`src/rtl/xava_data_arbiter.sv`:
```
// xava_data_arbiter: 2:1 OBI data-port arbiter in front of mm_ram.
// Port 0 is the cv32e40x core LSU and port 1 is the xava vector LSU.
// The owner FIFO records who owns each accepted transaction, so responses
// are routed back to the right master in order.
// Build option: define XAVA_DATA_ARB_ROUND_ROBIN_EN for round-robin arbitration.
// Without it, the core has fixed priority over the vector unit.
module xava_data_arbiter #(
    parameter int ADDR_WIDTH      = 32,
    parameter int DATA_WIDTH      = 32,
    parameter int MAX_OUTSTANDING = 2
) (
    input  logic                      clk_i,
    input  logic                      rst_i,
    input  logic [1:0]                m_req_i,
    output logic [1:0]                m_gnt_o,
    input  logic [2*ADDR_WIDTH-1:0]   m_addr_i,
    input  logic [1:0]                m_we_i,
    input  logic [2*DATA_WIDTH/8-1:0] m_be_i,
    input  logic [2*DATA_WIDTH-1:0]   m_wdata_i,
    output logic [1:0]                m_rvalid_o,
    output logic [DATA_WIDTH-1:0]     m_rdata_o,
    output logic                      s_req_o,
    input  logic                      s_gnt_i,
    output logic [ADDR_WIDTH-1:0]     s_addr_o,
    output logic                      s_we_o,
    output logic [DATA_WIDTH/8-1:0]   s_be_o,
    output logic [DATA_WIDTH-1:0]     s_wdata_o,
    input  logic                      s_rvalid_i,
    input  logic [DATA_WIDTH-1:0]     s_rdata_i,
    output logic                      spurious_o
);

    localparam int BEW = DATA_WIDTH / 8;
    localparam int CW  = $clog2(MAX_OUTSTANDING + 1);
    localparam int PW  = (MAX_OUTSTANDING > 1) ? $clog2(MAX_OUTSTANDING) : 1;
    localparam logic [CW-1:0] MAXC  = CW'(MAX_OUTSTANDING);
    localparam logic [PW-1:0] LASTP = PW'(MAX_OUTSTANDING - 1);

    logic          r_lock;
    logic          r_lockOwner;
    logic [CW-1:0] r_count;
    logic [PW-1:0] r_wrPtr;
    logic [PW-1:0] r_rdPtr;
    logic          r_owner [MAX_OUTSTANDING];

    logic w_arbSel;
    logic w_sel;
    logic w_full;
    logic w_empty;
    logic w_push;
    logic w_pop;
    logic w_head;

    // Pointer increment that wraps at the FIFO depth, including non-power-of-two depths.
    function automatic logic [PW-1:0] nextPtr(input logic [PW-1:0] p);
        return (p == LASTP) ? '0 : p + 1'b1;
    endfunction

`ifdef XAVA_DATA_ARB_ROUND_ROBIN_EN
    logic r_rrLast;

    // Round-robin choice: on a tie, pick the master that did not win last time.
    always_comb begin
        w_arbSel = m_req_i[1];
        if (m_req_i == 2'b11) begin
            w_arbSel = ~r_rrLast;
        end
    end

    // Remember the winner of each accepted transaction for the next tie.
    always_ff @(posedge clk_i or posedge rst_i) begin
        if (rst_i) begin
            r_rrLast <= 1'b1;
        end else if (w_push) begin
            r_rrLast <= w_sel;
        end
    end
`else
    // Fixed priority: the core wins whenever it requests.
    always_comb begin
        w_arbSel = m_req_i[1] & ~m_req_i[0];
    end
`endif

    // Select a master and drive the memory port.
    // Grants are blocked while full, even if a response pops in the same cycle,
    // so there is no combinational path from rvalid to gnt.
    always_comb begin
        w_sel      = r_lock ? r_lockOwner : w_arbSel;
        w_full     = (r_count == MAXC);
        w_empty    = (r_count == '0);
        s_req_o    = ~rst_i & m_req_i[w_sel] & ~w_full;
        w_push     = s_req_o & s_gnt_i;
        w_pop      = s_rvalid_i & ~w_empty;
        w_head     = r_owner[r_rdPtr];
        s_addr_o   = w_sel ? m_addr_i[2*ADDR_WIDTH-1:ADDR_WIDTH] : m_addr_i[ADDR_WIDTH-1:0];
        s_we_o     = m_we_i[w_sel];
        s_be_o     = w_sel ? m_be_i[2*BEW-1:BEW] : m_be_i[BEW-1:0];
        s_wdata_o  = w_sel ? m_wdata_i[2*DATA_WIDTH-1:DATA_WIDTH] : m_wdata_i[DATA_WIDTH-1:0];
        m_gnt_o    = {w_push & w_sel, w_push & ~w_sel};
        m_rvalid_o = {w_pop & w_head, w_pop & ~w_head};
        m_rdata_o  = s_rdata_i;
        spurious_o = ~rst_i & s_rvalid_i & w_empty;
    end

    // Hold the selected master while memory stalls the address phase.
    // The lock is released on the cycle the handshake completes.
    always_ff @(posedge clk_i or posedge rst_i) begin
        if (rst_i) begin
            r_lock      <= 1'b0;
            r_lockOwner <= 1'b0;
        end else if (w_push) begin
            r_lock <= 1'b0;
        end else if (s_req_o && !s_gnt_i) begin
            r_lock      <= 1'b1;
            r_lockOwner <= w_sel;
        end
    end

    // Owner FIFO: push the winner on accept, pop the head on each response.
    always_ff @(posedge clk_i or posedge rst_i) begin
        if (rst_i) begin
            r_count <= '0;
            r_wrPtr <= '0;
            r_rdPtr <= '0;
            for (int i = 0; i < MAX_OUTSTANDING; i++) begin
                r_owner[i] <= 1'b0;
            end
        end else begin
            if (w_push) begin
                r_owner[r_wrPtr] <= w_sel;
                r_wrPtr          <= nextPtr(r_wrPtr);
            end
            if (w_pop) begin
                r_rdPtr <= nextPtr(r_rdPtr);
            end
            case ({w_push, w_pop})
                2'b10:   r_count <= r_count + 1'b1;
                2'b01:   r_count <= r_count - 1'b1;
                default: r_count <= r_count;
            endcase
        end
    end

endmodule

```
`config.mk`:
```
export PLATFORM = sky130hd
export DESIGN_NAME = xava_data_arbiter
export DESIGN_NICKNAME = d
export VERILOG_FILES = /design/src/rtl/xava_data_arbiter.sv
export SDC_FILE = /design/constraint.sdc
export NUM_CORES = 1
export LEC_CHECK = 0
export ABC_AREA = 0
export CORE_AREA = 2 2 110 112
export DETAILED_ROUTE_END_ITERATION = 6
export DIE_AREA = 0 0 112 114
export DONT_BUFFER_PORTS = 1
export GPL_TIMING_DRIVEN = 0
export RECOVER_POWER = 100
export SLEW_MARGIN = 40
export SYNTH_ARGS = -nofsm -noshare
export SYNTH_HDL_FRONTEND = slang
export SYNTH_SLANG_ARGS = --single-unit
```
`constraint.sdc`:
```
create_clock -name clk_i -period 5.52 [get_ports clk_i]
set_input_delay 1.104 -clock clk_i [delete_from_list [all_inputs] [get_ports clk_i]]
set_output_delay 1.104 -clock clk_i [all_outputs]
set_load 0.02 [all_outputs]
```
==> metrics.txt, run 1 <==
dpl hpwl 6.268 mm; number of synthesized flops with an enable pin 0; FILL cells ~1300; async set-reset flop share out of synthesis 100.0%; Fmax approximately 0.23 GHz; total gr overflow 0; WP data required around 4.4 ns; Pleak between 0.0005 and 0.0006 µW; R2R cell count 6; CTS Sinks 8; initial core utilization 12.78%; share of layout cells above drive strength 1 slightly below 8%; Crit Path Class in -> out; final hold viol count 0; RSZ-0062 raised after global routing false; critical path launch point type input pin; Synth area leader mux2_2; post-route insts no fill 300; Multi-input gate area around 0.0010 mm²; Final TNS setup 0 ns; CTS tree yes; Period minus WS final 4.336 ns; Yosys cell types 24; Final setup violation count 0; syn nets 326; clock buffer depth 2; max_cap viols 0; peak supply drop 255.9 µV; Detailed Routing Iterations Pass 1 4; top-count cell post-synth mux2_2; Crit Path Max Fanout 10; sequential fraction of the synthesis area 13.38%; height of the die around 110 µm; Detail Route Antenna Nets 0; clk root buf clkbuf_16; CP Capture Type output port; number of global-route vias before repair 1080; WHS Path Cells 1; share of the synthesized area in the top cell type 51.92%; CTS-repair resized insts 0; postcts setup bufs 0; clk_skew approximately 0.00032 ns; DRC violations left 0; Worst EP arrival 3.23 ns; vias per cell approximately 4.1; flop and latch count out of synthesis 8; placed cells between 200 and 300; clk_lat worst skew roughly 0.23 ns; P&R area growth vs syn 8.529%; Gate Count Post-Synth roughly 150; largest net degree at the start of global routing 11; CORE AREA around 0.012 mm²; Post-Route WL roughly 6.7 mm; Total Die Area between 0.01 and 0.015 mm²; fin crit share about four fifths; Buffers on Ports 0; global-route wire length before repair 7.721 mm; sequential standard cell area between 200 and 250 µm²; hold_buf cts 0; antenna violations before repair 2; Worst-Margin Slew 1.320 ns; H-tree Lvls 1; Die Wd between 100 and 150 µm; row count 40; Ports around 280; Num CTS Buffers 3; Design Power 1032 µW; Post-synth top cells mux2_2 (69), buf_4 (32), dfrtp_1 (8); initial DRC count 14; Avg Inst Size Synth between 10 and 15 µm²; Slew Limit Fails 0; vias post-DR between 1000 and 1500; Slew HR a little under an eighth; drt wl/cell 22.28 µm; status finished clean; GRT Resource Usage Total 8.910%; Hold Path Class reg -> reg; Mapped Area between 0.001 and 0.0015 mm²; synth top area cells mux2_2 (52%), buf_4 (16%), dfrtp_1 (13%), buf_2 (2.3%), xnor2_1 (2.3%); Cell Pwr Density approximately 640 mW/mm²; routability cong. slightly below 0.8; synth warn 0; Final #Nets between 300 and 400; Reg clk slew, reported paths approximately 0.030 ns; Synth Flop Type dfrtp_1
-- flip-flops by register name, summed over array words and instances, names as in the netlist --
name         count
r_count          2
r_owner          2
r_lock           1
r_lockOwner      1
r_rdPtr          1
r_wrPtr          1
-- cell usage in the layout, fill, tap and decap left out, drive strengths merged, types with 2 or more instances in the layout --
cell type,count
xnor2,4
clkbuf,41
dfrtp,8
a41oi,2
nor2,4
nor2b,2
mux2,69
inv,3
mux2i,2
a31oi,2
a21oi,3
-- path summary, 6_finish.rpt --
kind / slack, ns / from / to
min: 0.51 / r_rdPtr / r_rdPtr
max reg2reg: 3.17 / r_count[1] / r_count[1]
max: 1.18 / m_req_i[1] / s_addr_o[2]
min reg2reg: 0.51 / r_rdPtr / r_rdPtr
min in group asynchronous: 0.71 / rst_i / r_lockOwner
max in group asynchronous: 4.58 / rst_i / r_rdPtr
-- logic make-up after synthesis --
group / count (synthesis) / synth area share (%)
fa+ha+maj: 1 / 0.8360
compound gates: 10 / 5.937
buf+inv: 42 / 19.15
simple gates: 12 / 4.515
xor+xnor: 5 / 2.926
flops: 8 / 13.38
mux: 71 / 53.26
-- worst max-delay path: stages --
cell	delay (ns)
nor3b_1	0.12
a21oi_1	1.00
clkbuf_1	0.50
mux2_1	0.50
-- layer usage --
layer  vias to the layer above  part of all wire, %  global-route usage (%)
met5                         -                    0                       0
met4                         0                 0.67                  0.7317
met3                         4                   10                   2.179
met2                       168                   58                   19.47
met1                       548                   31                   8.540
li1                        514                    -                       -
-- where the power goes --
group / leakage (µW) / internal [µW] / switching [µW]
clock network: 0.0000370 / 93.0 / 24.4
logic: 0.000416 / 241 / 551
registers: 0.0000926 / 90.1 / 32.9
total: 0.000545 / 424 / 608
-- per-stage QoR --
step / setup slack, ns / util (%) / hold WS, ns / area (µm²)
3_3_place_gp: 1.659 / 14.35 / 0.4817 / 1680
4_1_cts: 1.588 / 15.04 / 0.5148 / 1762
6_report: 1.184 / 13.87 / 0.5051 / 1624
3_5_place_dp: 1.587 / 14.40 / 0.5070 / 1687
2_1_floorplan: 2.090 / - / 0.4679 / 1496
5_1_grt: 0.9190 / 13.87 / 0.5394 / 1624
-- final cells by class --
cell class              instances  area share [%]
plain buffers                  39           9.091
clock buffers                   3           4.622
inverters                       3          0.6934
well taps                     147           11.33
multi-input cells              99           61.79
flip-flops and latches          8           12.33
diodes                          1          0.1541
No activity file was read; power rests on OpenSTA's default activity.
==> inputs of run 2 (changes only) <==
==> constraint.sdc (replaced) <==
create_clock -name clk_i -period 4.5 [get_ports clk_i]
set_input_delay 0.9 -clock clk_i [delete_from_list [all_inputs] [get_ports clk_i]]
set_output_delay 0.9 -clock clk_i [all_outputs]
set_load 0.02 [all_outputs]
==> metrics.txt, run 2 (synthesized netlist as in run 1, its figures left out) <==
initial DRC count 14 (unchanged); combinational fraction of design power 76.5% (-0.2 points); status finished clean; Post-Route WL 6.683 mm (unchanged); clock buffer depth 2 (unchanged); RSZ-0062 raised after global routing false; clk_lat worst skew 0.23 ns (about the same); Fmax around 0.29 GHz; Detail Route Antenna Nets 0 (unchanged); postcts setup bufs 0 (unchanged); Clock Power Share 11.3% (about the same); initial core utilization 12.78% (unchanged); Hold Path Class in -> async; Ports 283 (unchanged); H-tree Lvls 1 (unchanged); number of global-route vias before repair 1080 (unchanged); crit-path cells nor3b_1 > a21oi_4 > clkbuf_1 > mux2_1; Final #Nets 331 (unchanged); Crit Path Class in -> out; vias post-DR 1221 (-1.1%); GRT Resource Usage Total 8.910% (unchanged); share of layout cells above drive strength 1 8.553% (+0.66 points); Slew Limit Fails 0 (unchanged); height of the die 114 µm (unchanged); max_cap viols 0 (unchanged); Net Sw Frac 58.97% (about the same); CORE AREA 0.01171 mm² (unchanged); Final Core Density 13.95% (+0.085 points); Period minus WS final roughly 3.4 ns; CTS Sinks 8 (unchanged); sequential power share 12.2% (+0.3 points); critical path launch point type input pin; peak supply drop 319.0 µV (+25%); most frequent cells in the layout mux2_1 (61), clkbuf_1 (39), mux2_2 (8), dfrtp_1 (8); routability cong. 0.7739 (unchanged); fin crit share approximately 76%; Cell Pwr Density 779.4 mW/mm² (+23%); CP peak stage delay 0.54 ns (-0.46 ns); delay-heaviest family, CP buffers and inverters; total gr overflow 0 (unchanged); Slew HR 32.18% (+20 points); Net Switching 751.0 µW (+23%); Buf/Inv on CP 1 (unchanged); setup ws final 1.080 ns (-0.1048 ns); FILL cells 1340 (unchanged); Reg clk slew, reported paths 0.04 ns (about the same); row count 40 (unchanged); P&R area growth vs syn 9.198%; drt wl/cell 22.28 µm (unchanged); dpl hpwl 6.268 mm (unchanged); final hold viol count 0 (unchanged); Pleak 0.0005457 µW (about the same); clk root buf clkbuf_16; DR WL met3 688 µm (-1.9%); CTS tree yes; r2r setup slk 2.13 ns (-1.04 ns); WP data required 3.60 ns (-0.82 ns); antenna violations before repair 2 (unchanged); CTS-repair resized insts 0 (unchanged); biggest regs r_count x2, r_owner x2; CP max stage cell clkbuf_1; hold_buf cts 0 (unchanged); DRC violations left 0 (unchanged); Top Metal Used met4; Detailed Routing Iterations Pass 1 2 (-2); Setup WS pre-CTS 0.9755 ns (-0.6120 ns); global-route wire length before repair 7.721 mm (unchanged); internal cell power 522.5 µW (+23%); Final setup violation count 0 (unchanged); Die Wd 112 µm (unchanged); Worst-Margin Slew 1.003 ns (-0.3173 ns); vias per cell 4.070 (-1.1%); Final TNS setup 0 ns (unchanged); Metal-1 WL 2.063 mm (+0.63%); largest net degree at the start of global routing 11 (unchanged); commonest non-fill, non-tap cell in the layout mux2_1; Worst EP arrival 2.52 ns (-0.71 ns); clk_skew 0.001410 ns (+0.001086 ns); Num CTS Buffers 3 (unchanged); Crit Path Max Fanout 10 (unchanged); Total Die Area 0.01277 mm² (unchanged); WL met2 3.884 mm (about the same); Buffers on Ports 0 (unchanged); CP Capture Type output port
[run 2: cell count changes in the layout (fill, tap and decap cells not counted), sizes merged]
cell / previous run / this run
clkbuf: 41 / 42
buf: 1 / 0
[run 2: metal layers]
| layer | vias to the layer above | track usage [%] |
|---|---|---|
| met5 | - | 0 |
| met4 | 0 | 0.7317 |
| met3 | 4 | 2.179 |
| met2 | 166 | 19.47 |
| met1 | 536 | 8.540 |
| li1 | 515 | - |
[run 2: metrics by stage]
| step | hold slack, ns | cell area (µm²) | cells | total power, µW |
|---|---|---|---|---|
| global placement | 0.4817 | 1680 | 296 | 1230 |
| floorplan | 0.4679 | 1496 | 149 | 1058 |
| CTS | 0.5147 | 1762 | 299 | 1398 |
| detailed placement | 0.5070 | 1687 | 296 | 1248 |
| finish | 0.5060 | 1634 | 300 | 1274 |
| global route | 0.5311 | 1634 | 300 | 1353 |
[run 2: layout make-up]
class / instances / area [µm²] / share of cell area [%]
Antenna cell: 1 / 2.502 / 0.1531
Buffer: 39 / 146.4 / 8.959
Clock buffer: 3 / 75.07 / 4.594
Inverter: 3 / 11.26 / 0.6891
Multi-Input combinational cell: 99 / 1015 / 62.10
Sequential cell: 8 / 200.2 / 12.25
Tap cell: 147 / 183.9 / 11.26
[run 2: final timing paths]
path / start / endpoint / cells past startpoint
setup / recovery: m_req_i[1] / s_wdata_o[24] / 4
hold / removal: rst_i / r_lockOwner / 1
setup reg to reg: r_lockOwner / r_count[1] / 6
hold reg to reg: r_rdPtr / r_rdPtr / 1
max in group asynchronous: rst_i / r_owner[0] / 1
min in group clk_i: r_rdPtr / r_rdPtr / 1
[run 2: power by group through the flow]
stage                     sequential (µW)  clock [µW]  combinational, µW
after floorplan                       144           0                914
after global placement                149           0               1080
after detailed placement              155           0               1090
after CTS                             154         147               1100
after global routing                  161         153               1040
final                                 155         145                974
